### src/rtl/imem_load_ctrl_if.sv
// Loader, CPU-fetch and instruction-memory signal bundle for imem_load_ctrl.
// master = the controller, slave = the loader/CPU/memory environment around it.
interface imem_load_ctrl_if #(
  parameter int ADDR_W = 6,
  parameter int DATA_W = 32
);
  // Program loader stream
  logic              ld_start;
  logic              ld_valid;
  logic [DATA_W-1:0] ld_data;
  logic              ld_last;
  logic              ld_ready;

  // CPU instruction fetch
  logic              cpu_req;
  logic [31:0]       cpu_pc;
  logic [DATA_W-1:0] cpu_instr;
  logic              cpu_valid;
  logic              cpu_stall;

  // Single-port instruction memory, registered read data
  logic [ADDR_W-1:0] mem_addr;
  logic              mem_we;
  logic [DATA_W-1:0] mem_wdata;
  logic [DATA_W-1:0] mem_rdata;

  modport master (
    input  ld_start, ld_valid, ld_data, ld_last,
    input  cpu_req, cpu_pc,
    input  mem_rdata,
    output ld_ready,
    output cpu_instr, cpu_valid, cpu_stall,
    output mem_addr, mem_we, mem_wdata
  );

  modport slave (
    output ld_start, ld_valid, ld_data, ld_last,
    output cpu_req, cpu_pc,
    output mem_rdata,
    input  ld_ready,
    input  cpu_instr, cpu_valid, cpu_stall,
    input  mem_addr, mem_we, mem_wdata
  );
endinterface

### src/rtl/imem_load_ctrl.sv
// Boot-load / fetch controller: streams loader words into instruction memory while
// the CPU is stalled, then hands the memory read port to byte-PC instruction fetch.
module imem_load_ctrl #(
  parameter int ADDR_W = 6,
  parameter int DATA_W = 32
) (
  input  logic             clk,
  input  logic             rst_n,
  imem_load_ctrl_if.master bus,
  output logic             pc_fault,
  output logic             boot_done,
  output logic [ADDR_W:0]  load_count,
  output logic             err_overflow
);

  localparam logic [ADDR_W:0] CNT_ONE = (ADDR_W + 1)'(1);

  typedef enum logic [1:0] {
    ST_IDLE = 2'd0,
    ST_LOAD = 2'd1,
    ST_RUN  = 2'd2
  } state_t;

  state_t            r_state;
  state_t            w_state_nxt;

  logic [ADDR_W:0]   r_wr_ptr;
  logic              r_err_overflow;
  logic              r_pc_fault;
  logic              r_fetch_vld;
  logic              r_fetch_flt;

  logic              w_ld_ready;
  logic              w_accept;
  logic              w_full;
  logic              w_wr_en;
  logic              w_drop;
  logic              w_fetch;
  logic              w_pc_bad;
  logic [ADDR_W-1:0] w_mem_addr;
  logic [DATA_W-1:0] w_mem_wdata;

  // The write pointer saturates at DEPTH, so its MSB alone means "memory full".
  assign w_full   = r_wr_ptr[ADDR_W];
  assign w_pc_bad = (|bus.cpu_pc[1:0]) | (|bus.cpu_pc[31:ADDR_W+2]);

  // NOTE: sequential state uses non-blocking (<=) so every register samples pre-edge values.
  always_ff @(posedge clk or negedge rst_n) begin
    if (!rst_n) begin
      r_state <= ST_IDLE;
    end else begin
      r_state <= w_state_nxt;
    end
  end

  always_comb begin
    // NOTE: every signal gets a default first so no path through the case infers a latch.
    w_state_nxt = r_state;
    w_ld_ready  = 1'b0;
    w_accept    = 1'b0;
    w_wr_en     = 1'b0;
    w_drop      = 1'b0;
    w_fetch     = 1'b0;
    w_mem_addr  = '0;
    w_mem_wdata = '0;

    unique case (r_state)
      ST_IDLE: begin
        if (bus.ld_start) w_state_nxt = ST_LOAD;
      end

      ST_LOAD: begin
        // A restart pulse wins over any word offered in the same cycle.
        w_ld_ready = ~bus.ld_start;
        w_accept   = bus.ld_valid & w_ld_ready;
        w_wr_en    = w_accept & ~w_full;
        w_drop     = w_accept & w_full;
        if (w_wr_en) begin
          w_mem_addr  = r_wr_ptr[ADDR_W-1:0];
          w_mem_wdata = bus.ld_data;
        end
        if (w_accept && bus.ld_last) w_state_nxt = ST_RUN;
      end

      ST_RUN: begin
        if (bus.cpu_req) w_mem_addr = bus.cpu_pc[ADDR_W+1:2];
        if (bus.ld_start) begin
          w_state_nxt = ST_LOAD;
        end else begin
          w_fetch = bus.cpu_req;
        end
      end

      default: begin
        w_state_nxt = ST_IDLE;
      end
    endcase
  end

  // Session bookkeeping: any ld_start opens a fresh session from word 0.
  always_ff @(posedge clk or negedge rst_n) begin
    if (!rst_n) begin
      r_wr_ptr       <= '0;
      r_err_overflow <= 1'b0;
    end else if (bus.ld_start) begin
      r_wr_ptr       <= '0;
      r_err_overflow <= 1'b0;
    end else begin
      if (w_wr_en) r_wr_ptr <= r_wr_ptr + CNT_ONE;
      if (w_drop)  r_err_overflow <= 1'b1;
    end
  end

  // One fetch in flight per cycle, tracked alongside the memory's read latency.
  always_ff @(posedge clk or negedge rst_n) begin
    if (!rst_n) begin
      r_fetch_vld <= 1'b0;
      r_fetch_flt <= 1'b0;
      r_pc_fault  <= 1'b0;
    end else begin
      r_fetch_vld <= w_fetch;
      r_fetch_flt <= w_fetch & w_pc_bad;
      if (w_fetch && w_pc_bad) r_pc_fault <= 1'b1;
    end
  end

  assign bus.ld_ready  = w_ld_ready;
  assign bus.mem_we    = w_wr_en;
  assign bus.mem_addr  = w_mem_addr;
  assign bus.mem_wdata = w_mem_wdata;
  assign bus.cpu_stall = (r_state != ST_RUN);
  assign bus.cpu_valid = r_fetch_vld;
  assign bus.cpu_instr = (r_fetch_vld && !r_fetch_flt) ? bus.mem_rdata : '0;

  assign boot_done    = (r_state == ST_RUN);
  assign load_count   = r_wr_ptr;
  assign err_overflow = r_err_overflow;
  assign pc_fault     = r_pc_fault;

endmodule
### src/flat_wrapper.sv
// flat-port wrapper written by rule: the top's interface ports become plain ports
module imem_load_ctrl_flat 
#(
  parameter int ADDR_W = 6,
  parameter int DATA_W = 32
)
  (clk, rst_n, pc_fault, boot_done, load_count, err_overflow, bus_ld_start, bus_ld_valid, bus_ld_data, bus_ld_last, bus_cpu_req, bus_cpu_pc, bus_mem_rdata, bus_ld_ready, bus_cpu_instr, bus_cpu_valid, bus_cpu_stall, bus_mem_addr, bus_mem_we, bus_mem_wdata);
  imem_load_ctrl_if #(.ADDR_W(ADDR_W), .DATA_W(DATA_W)) bus_i ();
  input  logic clk;
  input  logic rst_n;
  output logic pc_fault;
  output logic boot_done;
  output logic [ADDR_W:0] load_count;
  output logic err_overflow;
  input wire logic [$bits(bus_i.ld_start)-1:0] bus_ld_start;
  input wire logic [$bits(bus_i.ld_valid)-1:0] bus_ld_valid;
  input wire logic [$bits(bus_i.ld_data)-1:0] bus_ld_data;
  input wire logic [$bits(bus_i.ld_last)-1:0] bus_ld_last;
  input wire logic [$bits(bus_i.cpu_req)-1:0] bus_cpu_req;
  input wire logic [$bits(bus_i.cpu_pc)-1:0] bus_cpu_pc;
  input wire logic [$bits(bus_i.mem_rdata)-1:0] bus_mem_rdata;
  output wire logic [$bits(bus_i.ld_ready)-1:0] bus_ld_ready;
  output wire logic [$bits(bus_i.cpu_instr)-1:0] bus_cpu_instr;
  output wire logic [$bits(bus_i.cpu_valid)-1:0] bus_cpu_valid;
  output wire logic [$bits(bus_i.cpu_stall)-1:0] bus_cpu_stall;
  output wire logic [$bits(bus_i.mem_addr)-1:0] bus_mem_addr;
  output wire logic [$bits(bus_i.mem_we)-1:0] bus_mem_we;
  output wire logic [$bits(bus_i.mem_wdata)-1:0] bus_mem_wdata;
  assign bus_i.ld_start = bus_ld_start;
  assign bus_i.ld_valid = bus_ld_valid;
  assign bus_i.ld_data = bus_ld_data;
  assign bus_i.ld_last = bus_ld_last;
  assign bus_i.cpu_req = bus_cpu_req;
  assign bus_i.cpu_pc = bus_cpu_pc;
  assign bus_i.mem_rdata = bus_mem_rdata;
  assign bus_ld_ready = bus_i.ld_ready;
  assign bus_cpu_instr = bus_i.cpu_instr;
  assign bus_cpu_valid = bus_i.cpu_valid;
  assign bus_cpu_stall = bus_i.cpu_stall;
  assign bus_mem_addr = bus_i.mem_addr;
  assign bus_mem_we = bus_i.mem_we;
  assign bus_mem_wdata = bus_i.mem_wdata;
  imem_load_ctrl #(.ADDR_W(ADDR_W), .DATA_W(DATA_W)) u_core (.clk(clk), .rst_n(rst_n), .bus(bus_i), .pc_fault(pc_fault), .boot_done(boot_done), .load_count(load_count), .err_overflow(err_overflow));
endmodule
### config.mk
export PLATFORM = sky130hd
export DESIGN_NAME = imem_load_ctrl_flat
export DESIGN_NICKNAME = d
export VERILOG_FILES = /design/src/rtl/imem_load_ctrl_if.sv /design/src/rtl/imem_load_ctrl.sv /design/src/flat_wrapper.sv
export SDC_FILE = /design/constraint.sdc
export NUM_CORES = 1
export LEC_CHECK = 0
export BUFFER_PORTS_ARGS = -buffer_cell sky130_fd_sc_hd__buf_2
export CORE_ASPECT_RATIO = 0.5
export CORE_MARGIN = 4
export CORE_UTILIZATION = 30
export DETAILED_ROUTE_END_ITERATION = 7
export PLACE_DENSITY = 0.88
export SLEW_MARGIN = 0
export SYNTH_ARGS = -nofsm -noshare
export SYNTH_HDL_FRONTEND = slang
export SYNTH_SLANG_ARGS = --single-unit
### constraint.sdc
create_clock -name clk -period 2 [get_ports clk]
set_input_delay 0.1 -clock clk [delete_from_list [all_inputs] [get_ports clk]]
set_output_delay 0.1 -clock clk [all_outputs]
set_load 0.02 [all_outputs]
==> results of run 1 <==
==> sequential cells by signal (all words and copies together), names as in the netlist <==
name                  count
u_core.load_count         7
u_core.r_state            2
u_core.bus.cpu_valid      1
u_core.err_overflow       1
u_core.pc_fault           1
u_core.r_fetch_flt        1
==> metal layers <==
layer	wire length [um]	vias up	track usage [%]
li1	-	899	-
met1	2070	828	20.4
met2	3340	93	39.0
met3	448	12	4.40
met4	106	0	3.85
met5	0	-	0
==> critical path, stage by stage, from the launching register on <==
cell	delay [ns]
dfrtp_1	0.37
inv_1	0.10
ha_2	0.20
nand4bb_1	0.17
inv_2	0.16
buf_12	0.15
a22oi_1	0.09
nor2b_1	0.13
buf_2	0.18
==> per-stage QoR <==
step,utilization (%),total power [mW],std cells,hold WS [ns]
detailed placement,56.5,1.02,393,0.00757
global route,59.3,1.40,401,0.188
global placement,56.5,1.01,393,-0.000424
CTS,57.9,1.27,398,0.185
floorplan,-,0.749,159,-0.196
finish,59.3,1.32,401,0.186
==> what timing repair did <==
action,CTS,global route
hold endpoints to repair,13,0
buffers inserted,0,3
endpoints found under the setup margin,0,38
resized for setup,0,11
hold buffers,1,0
==> power by group <==
| group | leakage [nW] | switching [mW] | total (mW) | internal [mW] |
|---|---|---|---|---|
| clock | 0.0255 | 0.0991 | 0.237 | 0.138 |
| combinational | 1.25 | 0.408 | 0.754 | 0.347 |
| sequential | 0.177 | 0.0302 | 0.325 | 0.295 |
| total | 1.46 | 0.537 | 1.32 | 0.779 |
==> area by class of cell <==
type / count / area (um2) / area share [%]
Timing Repair Buffer: 193 / 1020 / 43.4
Sequential cell: 13 / 325 / 13.8
Clock buffer: 3 / 41.3 / 1.76
Clock inverter: 1 / 5.00 / 0.213
Inverter: 7 / 26.3 / 1.12
Tap cell: 54 / 67.6 / 2.87
Multi-Input combinational cell: 130 / 866 / 36.8
==> cells in the final DEF, fill, tap and decap left out, types with 4 or more instances in the layout <==
cell and n:
a22oi_1 6, and2_1 67, buf_2 182, buf_4 8
dfrtp_1 13, ha_1 4, inv_1 6, nand2_1 6
nor2_1 4, nor2b_1 9, nor4_1 5
==> cells by family after synthesis <==
group | Yosys count | synth area share (%)
AND/OR/NAND/NOR | 103 | 49.9
AO/OA/AOI/OAI | 17 | 9.99
buffers and inverters | 16 | 5.09
flip-flops | 13 | 26.0
adder cells (fa/ha/maj) | 5 | 5.00
multiplexers | 4 | 3.30
XOR/XNOR | 1 | 0.699
==> worst paths after layout <==
path	to	from	slack (ns)	cells after the start
setup / recovery	bus_mem_addr[4]	u_core.r_state[1]	0.1	8
hold / removal	u_core.r_fetch_flt	bus_cpu_pc[23]	0.19	3
setup reg to reg	u_core.load_count[6]	u_core.r_state[1]	0.22	7
hold reg to reg	u_core.err_overflow	u_core.err_overflow	0.51	2
max in group asynchronous	u_core.bus.cpu_valid	rst_n	1.46	2
min in group asynchronous	u_core.load_count[3]	rst_n	0.29	2
==> flow_metrics.env, run 1 <==
export IMPL_yosysSeqAreaShare_pct=26.0
export IMPL_grt_pass1_wl_um=7980
export IMPL_worstSetupPathType="register to output pin"
export IMPL_power_leakage_nw=1.46
export IMPL_vdd_drop_max_mv=0.285
export IMPL_wl_per_cell_um=14.9
export IMPL_timing_fmax_mhz=526
export IMPL_fin_crit_sh_pct=95.1
export IMPL_hold_viol_final=0
export IMPL_num_io_pins=186
export IMPL_fin_crit_ns=1.90
export IMPL_skew_ns=0.00752
export IMPL_start_util_pct=31.6
export IMPL_hold_path_class="input pin to register"
export IMPL_placementRows=16
export IMPL_setup_viol=0
export IMPL_clock_sinks=13
export IMPL_grt_overflow_total=0
export IMPL_antenna_left=0
export IMPL_num_nets_final=455
export IMPL_syn_inst=159
export IMPL_gp_congestion=0.875
export IMPL_dpl_cell_area_um2=2240
export IMPL_syn_num_nets=266
export IMPL_chipWidth_um=99.4
export IMPL_finalSetupTns_ns=0
export IMPL_dp_hpwl_um=4750
export IMPL_worst_setup_path_end_kind="output pin"
export IMPL_antenna_found_initial=0
export IMPL_crit_fanout=20
export IMPL_ys_ff_latch=13
export IMPL_grt_usage_pct=19.0
export IMPL_p_per_area_nw_per_um2=560
export IMPL_dr_pass1_iters=4
export IMPL_rsz0062_at_grt="no"
export IMPL_synth_ff_type="dfrtp_1"
export IMPL_wirelength_um=5970
export IMPL_vias_per_cell=4.57
export IMPL_cts_buffer_depth=2
export IMPL_route_detailed_drc=0
export IMPL_start_kind="register"
export IMPL_tightest_slew_ns=0.346
export IMPL_initialDrtViolationCount=132
export IMPL_insertion_delay_ns=0.24
export IMPL_yosys_top_cells_count="and2_1, dfrtp_1, nor2b_1"
export IMPL_slew_viol_final=0
export IMPL_synth_most_common_cell="and2_1"
export IMPL_cts_root_buf="clkbuf_8"
export IMPL_drive_gt1_share_pct=57.9
export IMPL_outcome="finished, final reports clean"
export IMPL_fillers=353
export IMPL_worst_slack_ns=0.0988
export IMPL_fin_area_um2=2350
export IMPL_cts_buffers_inserted=3
export IMPL_yosysTopAreaCellShare_pct=33.5
export IMPL_synth_distinct_cells=31
export IMPL_grt_max_degree=33
export IMPL_cp_arrival_ns=1.80
export IMPL_relSlewSlack_pct=76.9
export IMPL_diodes=0
export IMPL_synth_area_leaders="and2_1, dfrtp_1, ha_1, nor2b_1, a22oi_1"
export IMPL_die_h_um=53.7
export IMPL_synthArstFlopShare_pct=100
export IMPL_cp_required_ns=1.90
export IMPL_syn_area_per_cell_um2=7.88
export IMPL_synth_edf_count=0
export IMPL_cts_clk_slew_worst_paths_ns=0.06
export IMPL_yosys_warnings=0
export IMPL_h_tree_depth=1
export IMPL_grt_pass1_vias=1685
export IMPL_yosys_area_top_type="and2_1"
export IMPL_syn_area_um2=1250
export IMPL_area_delta_synth_final_pct=87.8
export IMPL_drv_cap=0
export IMPL_io_buffers=185
export IMPL_cts_tree="yes"
export IMPL_dieArea_um2=5340
export IMPL_pre_cts_ws_ns=0.251
export IMPL_vias=1832
export IMPL_core_area_um2=3960
(Power assumes the default switching activity.)
==> inputs of run 2 (changes only) <==
ABC_AREA = 1   (was default)
CORE_UTILIZATION = 32   (was 30)
==> run 2 against run 1 <==
Cell count rose by 24%. Highest routed layer unchanged. Routed wire length decreased by 12%. Clock skew fell by 0.0064 ns. Cell area grew 2.9%. Sequential share of layout area decreased by 0.39 points. Largest cell class unchanged. Via count up 8.9%. Setup slack improved by 0.054 ns. Synthesized cell count increased by 63%. Worst hold slack worse by 0.084 ns. Clock-buffer cell count up 1. Critical endpoint is now bus_mem_wdata[14].
==> flow_metrics.env, run 2 <==
export IMPL_synth_ff_type="dfrtp_1"
export IMPL_final_common_cell="buf_2"
export IMPL_num_nets_final=553
export IMPL_drv_cap=0
export IMPL_cts_buffers_inserted=3
export IMPL_grt_pass1_wl_um=7250
export IMPL_worstSetupPathType="register to output pin"
export IMPL_critPathSlowestCell="dfrtp_1"
export IMPL_dr_pass1_iters=4
export IMPL_r2r_slack_ns=0.52
export IMPL_outcome="finished, final reports clean"
export IMPL_start_util_pct=34.4
export IMPL_fin_crit_sh_pct=92.4
export IMPL_cp_slowest_stage_delay_ns=0.39
export IMPL_synth_edf_count=0
export IMPL_multi_input_area_um2=702
export IMPL_skew_ns=0.00112
export IMPL_synth_most_common_cell="nor2_1"
export IMPL_cp_arrival_ns=1.75
export IMPL_grt_overflow_total=0
export IMPL_insertion_delay_ns=0.24
export IMPL_gp_congestion=0.907
export IMPL_io_buffers=185
export IMPL_dp_cells=492
export IMPL_yosysSeqAreaShare_pct=23.4
export IMPL_yosysTopAreaCellShare_pct=23.8
export IMPL_power_leakage_nw=1.82
export IMPL_finalSetupTns_ns=0
export IMPL_crit_path_start="u_core.r_state[1]"
export IMPL_dp_hpwl_um=4510
export IMPL_fillers=413
export IMPL_crit_fanout=34
export IMPL_syn_inst=259
export IMPL_initialDrtViolationCount=47
export IMPL_wl_per_cell_um=10.5
export IMPL_grt_usage_pct=16.1
export IMPL_h_tree_depth=1
export IMPL_rr_worst_depth=7
export IMPL_synthArstFlopShare_pct=100
export IMPL_layout_common_cells="buf_2, nor2_1, inv_1"
export IMPL_vdd_drop_max_mv=0.419
export IMPL_largest_reg_flops=7
export IMPL_synth_distinct_cells=17
export IMPL_yosys_area_top_type="nor2_1"
export IMPL_fin_area_um2=2420
export IMPL_cts_root_buf="clkbuf_8"
export IMPL_drive_gt1_share_pct=44.0
export IMPL_min_to="u_core.load_count[6]"
export IMPL_stdcell_count=499
export IMPL_hold_viol_final=0
export IMPL_yosys_warnings=0
export IMPL_cts_buffer_depth=2
export IMPL_area_delta_synth_final_pct=74.1
export IMPL_grt_pass1_vias=1651
export IMPL_reg2reg_to="u_core.load_count[1]"
export IMPL_die_h_um=54.6
export IMPL_hold_path_class="input pin to register"
export IMPL_antenna_found_initial=0
export IMPL_yosys_top_cells_count="nor2_1, inv_1, nand2_1"
export IMPL_rsz0062_at_grt="no"
export IMPL_vias=1995
export IMPL_route_detailed_drc=0
export IMPL_timing_fmax_mhz=541
export IMPL_holdWs_ns=0.103
export IMPL_relSlewSlack_pct=72.1
export IMPL_antenna_left=0
export IMPL_grt_max_degree=35
export IMPL_cts_clk_slew_worst_paths_ns=0.05
export IMPL_fin_crit_ns=1.85
export IMPL_tightest_slew_ns=0.418
export IMPL_num_io_pins=186
export IMPL_vias_per_cell=4.00
export IMPL_wirelength_um=5240
export IMPL_path_cells="inv_1 -> ha_1 -> nand2_4 -> nor2_8 -> inv_4 -> nor2_1 -> buf_2"
export IMPL_dpl_cell_area_um2=2350
export IMPL_timing_rr_start="u_core.r_state[1]"
export IMPL_cp_required_ns=1.90
export IMPL_whs_path_depth=2
export IMPL_clock_sinks=13
export IMPL_syn_area_per_cell_um2=5.37
export IMPL_placementRows=16
export IMPL_core_area_um2=4040
export IMPL_p_per_area_nw_per_um2=542
export IMPL_dieArea_um2=5530
export IMPL_syn_num_nets=366
export IMPL_chipWidth_um=101
export IMPL_setup_viol=0
export IMPL_worst_setup_path_end_kind="output pin"
export IMPL_power_mw=1.31
export IMPL_syn_area_um2=1390
export IMPL_slew_viol_final=0
export IMPL_ys_ff_latch=13
export IMPL_start_kind="register"
export IMPL_seq_area_um2=325
export IMPL_synth_area_leaders="nor2_1, dfrtp_1, inv_1, nand2_1, ha_1"
export IMPL_diodes=0
export IMPL_cts_tree="yes"
export IMPL_hold_start="bus_ld_start"
==> run 2: changes by cell type after synthesis, moves of 6 or more <==
cell,before,now
a22oi_1,6,0
nand2_1,6,36
a21oi_1,2,11
and2_1,67,0
inv_1,6,79
nor2b_1,9,0
nor2_1,4,88
==> run 2: power by group <==
group          switching (mW)  internal, mW  total [mW]
Sequential             0.0234         0.293       0.316
Combinational           0.494         0.272       0.767
Clock                  0.0888         0.140       0.229
Total                   0.606         0.706        1.31
==> run 2: kinds of logic (layout without fill, tap and decap cells) <==
group / count (synthesis) / count (layout) / share of synthesized area (%)
and+or+nand+nor: 134 / 134 / 38.8
buffers and inverters: 88 / 274 / 26.1
AOI/OAI and AO/OA: 19 / 19 / 7.20
DFF: 13 / 13 / 23.4
adders and majority gates: 5 / 5 / 4.50
==> run 2: timing repair <==
item                                    in CTS  in global routing
hold buffers                                 1                  0
setup buffers                                0                  2
endpoints found under the setup margin       0                 32
endpoints found under the hold margin       13                  0
gates resized for setup                      0                  2
==> run 2: stage by stage <==
step                      util [%]  setup slack, ns
final                         59.8            0.153
after global routing          59.8         0.000862
after CTS                     59.4          0.00352
after detailed placement      58.0            0.282
after global placement        58.0            0.344
after floorplan                  -            0.420
==> run 2: layout make-up <==
cell class              count  area share (%)
repair buffers            189            40.1
flip-flops and latches     13            13.4
multi-input cells         158            29.0
inverters                  81            12.8
well taps                  54            2.79
clock buffers               4            1.86
==> run 2: worst max-delay path by stage <==
| stage | slack (ns) | depth (start not counted) | to |
|---|---|---|---|
| 6_report | 0.15 | 7 | bus_mem_wdata[14] |
| 5_1_grt | 0.0009 | 7 | bus_mem_wdata[20] |
| 4_1_cts | 0.004 | 7 | bus_mem_wdata[14] |
| 3_5_place_dp | 0.28 | 7 | bus_mem_wdata[14] |
| 2_1_floorplan | 0.42 | 7 | bus_mem_addr[4] |
| 3_3_place_gp | 0.34 | 7 | bus_mem_wdata[10] |
==> run 2: critical path, delay by kind of cell, from the launching register on <==
family | cells | cell delay (ns)
DFF | 1 | 0.39
buffers and inverters | 3 | 0.43
adders and majority gates | 1 | 0.23
and+or+nand+nor | 3 | 0.43
==> run 2: per-layer routing <==
layer	vias up	global-route usage, %	part of all wire (%)
met5	-	0	0
met4	0	1.32	0.42
met3	2	1.65	5.0
met2	42	33.1	55
met1	855	19.2	40
li1	1096	-	-
